File: config.mk
export PLATFORM = sky130hd
export DESIGN_NAME = uart_rx_param
export DESIGN_NICKNAME = d
export VERILOG_FILES = /design/src/rtl/uart_pkg.sv /design/src/rtl/uart_baud_tick.sv /design/src/rtl/uart_rx_param.sv
export SDC_FILE = /design/constraint.sdc
export NUM_CORES = 1
export LEC_CHECK = 0
export CAP_MARGIN = 20
export CORE_MARGIN = 5
export CORE_UTILIZATION = 55
export CTS_CLUSTER_DIAMETER = 40
export DETAILED_ROUTE_END_ITERATION = 7
export PLACE_DENSITY_LB_ADDON = 0.05
export SLEW_MARGIN = 20
export SYNTH_ARGS = -nofsm -noshare
export SYNTH_HDL_FRONTEND = slang
export SYNTH_SLANG_ARGS = --single-unit
File: constraint.sdc
create_clock -name sysclk -period 2.97 [get_ports sysclk]
set_clock_uncertainty 0.1 [all_clocks]
set_input_delay 0.891 -clock sysclk [delete_from_list [all_inputs] [get_ports sysclk]]
set_output_delay 0.891 -clock sysclk [all_outputs]
set_load 0.03 [all_outputs]
File: src/rtl/uart_pkg.sv
`default_nettype none
// ============================================================================
// Package  : uart_pkg
// Brief    : Shared receiver state encoding, legal parameter ranges and the
//            2-of-3 majority vote used for every bit decision.
// Revision : 1.0 - initial release
// ============================================================================
package uart_pkg;

    // Receiver frame-walk states; explicit 3-bit encoding
    typedef enum logic [2:0] {
        ST_IDLE   = 3'd0,
        ST_START  = 3'd1,
        ST_DATA   = 3'd2,
        ST_PARITY = 3'd3,
        ST_STOP   = 3'd4
    } uart_state_t;

    // Legal parameter ranges, checked at elaboration by the users
    localparam int c_CLK_DIV_MIN    = 1;
    localparam int c_OVERSAMPLE_MIN = 8;
    localparam int c_OVERSAMPLE_MAX = 32;
    localparam int c_DATA_BITS_MIN  = 5;
    localparam int c_DATA_BITS_MAX  = 9;
    localparam int c_STOP_BITS_MIN  = 1;
    localparam int c_STOP_BITS_MAX  = 2;

    // Two-of-three vote across the mid-bit samples
    function automatic logic majority3(input logic a, input logic b, input logic c);
        return (a & b) | (a & c) | (b & c);
    endfunction

endpackage
`default_nettype wire

File: src/rtl/uart_baud_tick.sv
`default_nettype none
// ============================================================================
// Module   : uart_baud_tick
// Brief    : Oversample prescaler. Emits a one-cycle tick every CLK_DIV
//            sysclk cycles; 'clear' restarts the count so the bit grid is
//            phase-aligned to the detected start edge.
// Revision : 1.0 - initial release
// ============================================================================
module uart_baud_tick
    import uart_pkg::*;
#(
    parameter int CLK_DIV = 27
) (
    input  logic sysclk,
    input  logic reset,
    input  logic clear,
    output logic tick
);

    localparam int c_CNT_W = (CLK_DIV > 1) ? $clog2(CLK_DIV) : 1;
    localparam logic [c_CNT_W-1:0] c_CNT_LAST = c_CNT_W'(CLK_DIV - 1);

    generate
        if (CLK_DIV < c_CLK_DIV_MIN) begin : g_chk_clk_div
            $error("uart_baud_tick: CLK_DIV must be at least 1");
        end
    endgenerate

    logic [c_CNT_W-1:0] r_cnt;

    // Free-running divider, forced back to zero by clear or on wrap
    always_ff @(posedge sysclk or negedge reset) begin
        if (!reset) begin
            r_cnt <= '0;
        end else if (clear || (r_cnt == c_CNT_LAST)) begin
            r_cnt <= '0;
        end else begin
            r_cnt <= r_cnt + c_CNT_W'(1);
        end
    end

    // A clear cycle never produces a tick, so the first tick after a
    // restart lands a full CLK_DIV cycles later.
    assign tick = !clear && (r_cnt == c_CNT_LAST);

endmodule
`default_nettype wire

File: src/rtl/uart_rx_param.sv
`default_nettype none
// ============================================================================
// Module   : uart_rx_param
// Brief    : Parameterised oversampling UART receiver with 2-of-3 mid-bit
//            voting, optional parity, 1 or 2 checked stop bits and a single
//            holding register with ready/valid handshake and overrun flag.
// Revision : 1.0 - initial release
// ============================================================================
module uart_rx_param
    import uart_pkg::*;
#(
    parameter int CLK_DIV    = 27,
    parameter int OVERSAMPLE = 16,
    parameter int DATA_BITS  = 8,
    parameter int PARITY_EN  = 0,
    parameter int PARITY_ODD = 0,
    parameter int STOP_BITS  = 1
) (
    input  logic                 sysclk,
    input  logic                 reset,
    input  logic                 UART_RX,
    output logic [DATA_BITS-1:0] rx_data,
    output logic                 rx_valid,
    input  logic                 rx_ready,
    output logic                 frame_err,
    output logic                 parity_err,
    output logic                 overrun_err
);

    // ------------------------------------------------------------------
    // Elaboration-time parameter legality
    // ------------------------------------------------------------------
    generate
        if (CLK_DIV < c_CLK_DIV_MIN) begin : g_chk_clk_div
            $error("uart_rx_param: CLK_DIV must be at least 1");
        end
        if ((OVERSAMPLE < c_OVERSAMPLE_MIN) || (OVERSAMPLE > c_OVERSAMPLE_MAX) ||
            ((OVERSAMPLE % 2) != 0)) begin : g_chk_oversample
            $error("uart_rx_param: OVERSAMPLE must be even and within 8..32");
        end
        if ((DATA_BITS < c_DATA_BITS_MIN) || (DATA_BITS > c_DATA_BITS_MAX)) begin : g_chk_data_bits
            $error("uart_rx_param: DATA_BITS must be within 5..9");
        end
        if ((STOP_BITS < c_STOP_BITS_MIN) || (STOP_BITS > c_STOP_BITS_MAX)) begin : g_chk_stop_bits
            $error("uart_rx_param: STOP_BITS must be 1 or 2");
        end
        if ((PARITY_EN != 0) && (PARITY_EN != 1)) begin : g_chk_parity_en
            $error("uart_rx_param: PARITY_EN must be 0 or 1");
        end
        if ((PARITY_ODD != 0) && (PARITY_ODD != 1)) begin : g_chk_parity_odd
            $error("uart_rx_param: PARITY_ODD must be 0 or 1");
        end
    endgenerate

    // ------------------------------------------------------------------
    // Constants
    // ------------------------------------------------------------------
    localparam int c_TCNT_W = $clog2(OVERSAMPLE);
    localparam int c_BIDX_W = 4;

    // Tick indices of the three mid-bit samples and of the last tick of a bit
    localparam logic [c_TCNT_W-1:0] c_IDX_S0   = c_TCNT_W'(OVERSAMPLE / 2 - 1);
    localparam logic [c_TCNT_W-1:0] c_IDX_S1   = c_TCNT_W'(OVERSAMPLE / 2);
    localparam logic [c_TCNT_W-1:0] c_IDX_S2   = c_TCNT_W'(OVERSAMPLE / 2 + 1);
    localparam logic [c_TCNT_W-1:0] c_IDX_LAST = c_TCNT_W'(OVERSAMPLE - 1);

    localparam logic [c_BIDX_W-1:0] c_LAST_DATA = c_BIDX_W'(DATA_BITS - 1);
    localparam logic [c_BIDX_W-1:0] c_LAST_STOP = c_BIDX_W'(STOP_BITS - 1);
    localparam logic                c_PAR_ODD   = (PARITY_ODD != 0);

    // ------------------------------------------------------------------
    // Signals
    // ------------------------------------------------------------------
    logic                 r_sync1;
    logic                 r_sync2;
    logic                 w_rx;

    uart_state_t          r_state;
    logic [c_TCNT_W-1:0]  r_tick_cnt;
    logic [c_BIDX_W-1:0]  r_bit_idx;
    logic                 r_s0;
    logic                 r_s1;
    logic [DATA_BITS-1:0] r_shift;
    logic                 r_armed;
    logic                 r_ferr_acc;
    logic                 r_perr_acc;

    logic [DATA_BITS-1:0] r_data;
    logic                 r_valid;
    logic                 r_ferr;
    logic                 r_perr;
    logic                 r_ovr;

    logic                 w_tick;
    logic                 w_start_det;
    logic                 w_decide;
    logic                 w_bit_end;
    logic                 w_maj;
    logic                 w_done;
    logic                 w_frame_ferr;

    // Two-flop synchroniser on the asynchronous line, idling high
    always_ff @(posedge sysclk or negedge reset) begin
        if (!reset) begin
            r_sync1 <= 1'b1;
            r_sync2 <= 1'b1;
        end else begin
            r_sync1 <= UART_RX;
            r_sync2 <= r_sync1;
        end
    end

    assign w_rx = r_sync2;

    // A start is only accepted once the line has been seen high since the
    // previous frame ended, so a line stuck low yields a single frame error.
    assign w_start_det = (r_state == ST_IDLE) && r_armed && !w_rx;

    uart_baud_tick #(
        .CLK_DIV (CLK_DIV)
    ) u_baud_tick (
        .sysclk (sysclk),
        .reset  (reset),
        .clear  (w_start_det),
        .tick   (w_tick)
    );

    assign w_decide     = w_tick && (r_tick_cnt == c_IDX_S2);
    assign w_bit_end    = w_tick && (r_tick_cnt == c_IDX_LAST);
    assign w_maj        = majority3(r_s0, r_s1, w_rx);
    assign w_done       = (r_state == ST_STOP) && w_decide && (r_bit_idx == c_LAST_STOP);
    assign w_frame_ferr = r_ferr_acc | ~w_maj;

    // Tick position within the current bit, restarted on every start edge
    always_ff @(posedge sysclk or negedge reset) begin
        if (!reset) begin
            r_tick_cnt <= '0;
        end else if (w_start_det) begin
            r_tick_cnt <= '0;
        end else if ((r_state != ST_IDLE) && w_tick) begin
            if (r_tick_cnt == c_IDX_LAST) begin
                r_tick_cnt <= '0;
            end else begin
                r_tick_cnt <= r_tick_cnt + c_TCNT_W'(1);
            end
        end
    end

    // Hold the first two mid-bit samples; the third is the live line value
    always_ff @(posedge sysclk or negedge reset) begin
        if (!reset) begin
            r_s0 <= 1'b1;
            r_s1 <= 1'b1;
        end else if ((r_state != ST_IDLE) && w_tick) begin
            if (r_tick_cnt == c_IDX_S0) begin
                r_s0 <= w_rx;
            end
            if (r_tick_cnt == c_IDX_S1) begin
                r_s1 <= w_rx;
            end
        end
    end

    // Frame walk: start validation, LSB-first shift, parity and stop checks
    always_ff @(posedge sysclk or negedge reset) begin
        if (!reset) begin
            r_state    <= ST_IDLE;
            r_bit_idx  <= '0;
            r_shift    <= '0;
            r_armed    <= 1'b0;
            r_ferr_acc <= 1'b0;
            r_perr_acc <= 1'b0;
        end else begin
            case (r_state)
                ST_IDLE: begin
                    if (w_rx) begin
                        r_armed <= 1'b1;
                    end
                    if (w_start_det) begin
                        r_state    <= ST_START;
                        r_armed    <= 1'b0;
                        r_bit_idx  <= '0;
                        r_ferr_acc <= 1'b0;
                        r_perr_acc <= 1'b0;
                    end
                end

                ST_START: begin
                    // A high vote means the edge was noise: drop it quietly
                    if (w_decide && w_maj) begin
                        r_state <= ST_IDLE;
                    end else if (w_bit_end) begin
                        r_state <= ST_DATA;
                    end
                end

                ST_DATA: begin
                    if (w_decide) begin
                        r_shift <= {w_maj, r_shift[DATA_BITS-1:1]};
                    end
                    if (w_bit_end) begin
                        if (r_bit_idx == c_LAST_DATA) begin
                            r_bit_idx <= '0;
                            r_state   <= (PARITY_EN != 0) ? ST_PARITY : ST_STOP;
                        end else begin
                            r_bit_idx <= r_bit_idx + c_BIDX_W'(1);
                        end
                    end
                end

                ST_PARITY: begin
                    // Data XOR parity bit must equal the selected sense
                    if (w_decide) begin
                        r_perr_acc <= (^r_shift) ^ w_maj ^ c_PAR_ODD;
                    end
                    if (w_bit_end) begin
                        r_state <= ST_STOP;
                    end
                end

                ST_STOP: begin
                    if (w_decide) begin
                        if (!w_maj) begin
                            r_ferr_acc <= 1'b1;
                        end
                        // Leave at mid-stop so a back-to-back start is seen
                        if (r_bit_idx == c_LAST_STOP) begin
                            r_state   <= ST_IDLE;
                            r_bit_idx <= '0;
                        end
                    end
                    if (w_bit_end) begin
                        r_bit_idx <= r_bit_idx + c_BIDX_W'(1);
                    end
                end

                default: begin
                    r_state <= ST_IDLE;
                end
            endcase
        end
    end

    // Holding register: load on completion unless full and not being drained
    always_ff @(posedge sysclk or negedge reset) begin
        if (!reset) begin
            r_data  <= '0;
            r_valid <= 1'b0;
            r_ferr  <= 1'b0;
            r_perr  <= 1'b0;
            r_ovr   <= 1'b0;
        end else if (w_done) begin
            if (!r_valid || rx_ready) begin
                r_data  <= r_shift;
                r_ferr  <= w_frame_ferr;
                r_perr  <= r_perr_acc;
                r_valid <= 1'b1;
                r_ovr   <= 1'b0;
            end else begin
                r_ovr   <= 1'b1;
            end
        end else if (r_valid && rx_ready) begin
            r_valid <= 1'b0;
            r_ovr   <= 1'b0;
        end
    end

    assign rx_data     = r_data;
    assign rx_valid    = r_valid;
    assign frame_err   = r_ferr;
    assign parity_err  = r_perr;
    assign overrun_err = r_ovr;

endmodule
`default_nettype wire
==> flow_summary.yaml <==
die:
  io_pins: 16
  die_area_mm2: 0.00520
  dieWidth_um: 72.1
  initial_core_util_pct: 57.5
  core_region_area_mm2: 0.00369
  die_h_um: 72.1
  rows: 22
cells_and_area:
  fill_cells: 306
  seqCellArea_mm2: 0.00108
  antenna_cells: 0
  num-nets-final: 209
  area_delta_synth_final_pct: 13.1
  drive_gt1_share_pct: 22.6
  final_common_cell: "dfrtp_1"
  layout_common_cells: "39 x dfrtp_1, 18 x mux2_2, 15 x nor2_1, 14 x clkdlybuf4s50_1, 12 x nand2_1"
  postLayoutCoreUtil_pct: 65.1
  multi_input_area_um2: 992
sta:
  finalCriticalPeriod_ns: 2.36
  slew-limit-headroom_pct: 36.8
  fmax_mhz: 424
  slew_viol_final: 0
  worst_slew_pin_slew_ns: 0.949
  holdWs_ns: 0.257
  rsz0062_at_grt: "no"
  setup_ws_ns: 0.613
  hold_violations: 0
  fin_crit_sh_pct: 79.4
  setup_violations: 0
  tns_ns: 0
worst_hold_path:
  min-delay-start: "r_sync1"
  min_path_type: "reg -> reg"
setup_path:
  criticalPathCategory: "reg -> out"
  r2r_start: "u_baud_tick.r_cnt[0]"
  setup.worst_path.end: "rx_valid"
  critical_path_buf_inv_count: 1
  startpoint: "rx_valid"
  cp-end-kind: "primary output"
  critPathMaxFanout: 4
  max_stage_delay_ns: 0.68
  crit_required_ns: 1.98
  crit_cells: 1
  critPathArrivalTime_ns: 1.37
  r2r_cells: 6
  r2r-end: "r_shift[1]"
  crit_path_start_kind: "flop"
  reg2reg_slack_ns: 0.85
  critical_path.top_delay_family: "buffers and inverters"
  critPathSlowestCell: "clkdlybuf4s50_1"
  path_cells: "clkdlybuf4s50_1"
synthesis:
  synth-edff-count: 0
  synth_area_mm2: 0.00212
  synth_seq_cells: 43
  ys.warnings.count: 0
  synth.distinct_cells: 47
  netlist.area_leader.share_pct: 46.0
  netlist_instances: 177
  syn_avg_cell_area_um2: 12.0
  synthArstFlopShare_pct: 100
  ys.flop_type: "dfrtp_1"
  synth_top_cells_by_area: "dfrtp_1 46%, mux2_2 9.6%, dfstp_2 5.0%"
  ys_seq_area_share_pct: 50.9
  yosys.area.top_type: "dfrtp_1"
  synth_fp_nets: 188
clocking:
  cts_hold_buf: 0
  cts_setup_buffers: 0
  clkSlewWorstSetupHoldPaths_ns: 0.08
  clock_path_buffers: 2
  cts_tree: "built"
  clk_latency_ns: 0.29
  post_cts_resized: 0
  cts_max_level: 2
  cts_root_buffer: "clkbuf_8"
  cts_buffers: 5
  clock-sinks: 43
power_and_ir_drop:
  irDropWorstVdd_mv: 0.313
  p_leak_nw: 1.12
  p_per_area_mw_per_mm2: 516
place:
  dp_hpwl_um: 2690
  io_buffers: 15
  place_ws_ns: 0.611
  gp_congestion: 0.813
drt:
  wl_per_cell_um: 14.9
  via_per_inst: 5.56
  drt_iter0_markers: 77
  via_count: 1373
  route.antenna.remaining_nets: 0
  drt-pass1-iter-count: 4
  postRouteWirelength_um: 3680
  drc_errors: 0
grt:
  grt_max_degree: 44
  antenna_found_initial: 0
  globalRouteOverflowTotal: 0
  grtUsageTotal_pct: 15.9
  grt_pass1_vias: 1436
  grt_pass1_wl_um: 6480
status:
  outcome: "completed"
run:
  maxCapViolations: 0
-- sequential cells by signal (all words and copies together), names as in the netlist --
signal / flops
r_ferr_acc: 1
u_baud_tick.r_cnt: 5
rx_valid: 1
overrun_err: 1
rx_data: 8
r_s1: 1
r_sync1: 1
r_s0: 1
r_bit_idx: 4
r_shift: 8
frame_err: 1
r_tick_cnt: 4
r_perr_acc: 1
r_armed: 1
parity_err: 1
r_sync2: 1
r_state: 3
-- cells in the mapped netlist (all sizes together) (4+ instances only) --
master and n:
and2 4, xnor2 7, ha 7, mux2i 6, inv 10, o21ai 5
nand2 14, dfstp 4, mux2 20, nor2 16, dfrtp 39
-- how the worst min path moves through the flow --
stage	end	slack [ns]	cells after the start
global route	r_sync2	0.27	0
floorplan	r_sync2	0.25	0
detailed placement	r_sync2	0.25	0
CTS	r_sync2	0.26	0
finish	r_sync2	0.26	0
global placement	r_sync2	0.25	0
-- layout make-up --
class | count | area share [%]
Clock inverter | 2 | 0.521
Sequential cell | 43 | 45.0
Tap cell | 48 | 2.50
Inverter | 10 | 1.56
Timing Repair Buffer | 15 | 6.04
Clock buffer | 6 | 3.02
Multi-Input combinational cell | 123 | 41.3
-- power by group --
| group | leakage, nW | internal, mW | switching (mW) |
|---|---|---|---|
| logic | 0.519 | 0.0830 | 0.0988 |
| clock network | 0.0412 | 0.164 | 0.194 |
| registers | 0.564 | 0.642 | 0.0574 |
-- cell families after synthesis --
| logic type | after synthesis | share of synthesized area (%) |
|---|---|---|
| and+or+nand+nor | 56 | 15.5 |
| DFF | 43 | 50.9 |
| muxes | 26 | 13.8 |
| AOI/OAI and AO/OA | 23 | 8.14 |
| xor gates and xnor gates | 11 | 5.19 |
| buffers and inverters | 11 | 2.30 |
| adders and majority gates | 7 | 4.13 |
-- per-stage QoR --
step,area (µm²),power (mW),instances
6_report,2400,1.24,247
3_3_place_gp,2320,0.874,239
3_5_place_dp,2320,0.895,239
4_1_cts,2400,1.25,247
5_1_grt,2400,1.31,247
2_1_floorplan,2120,0.838,177
-- routing by layer --
metal / track usage (%) / part of all wire (%)
met1: 20.2 / 46
met2: 25.7 / 48
met3: 4.85 / 4.6
met4: 5.22 / 1.1
met5: 0 / 0
No activity file was read; power rests on OpenSTA's default activity.
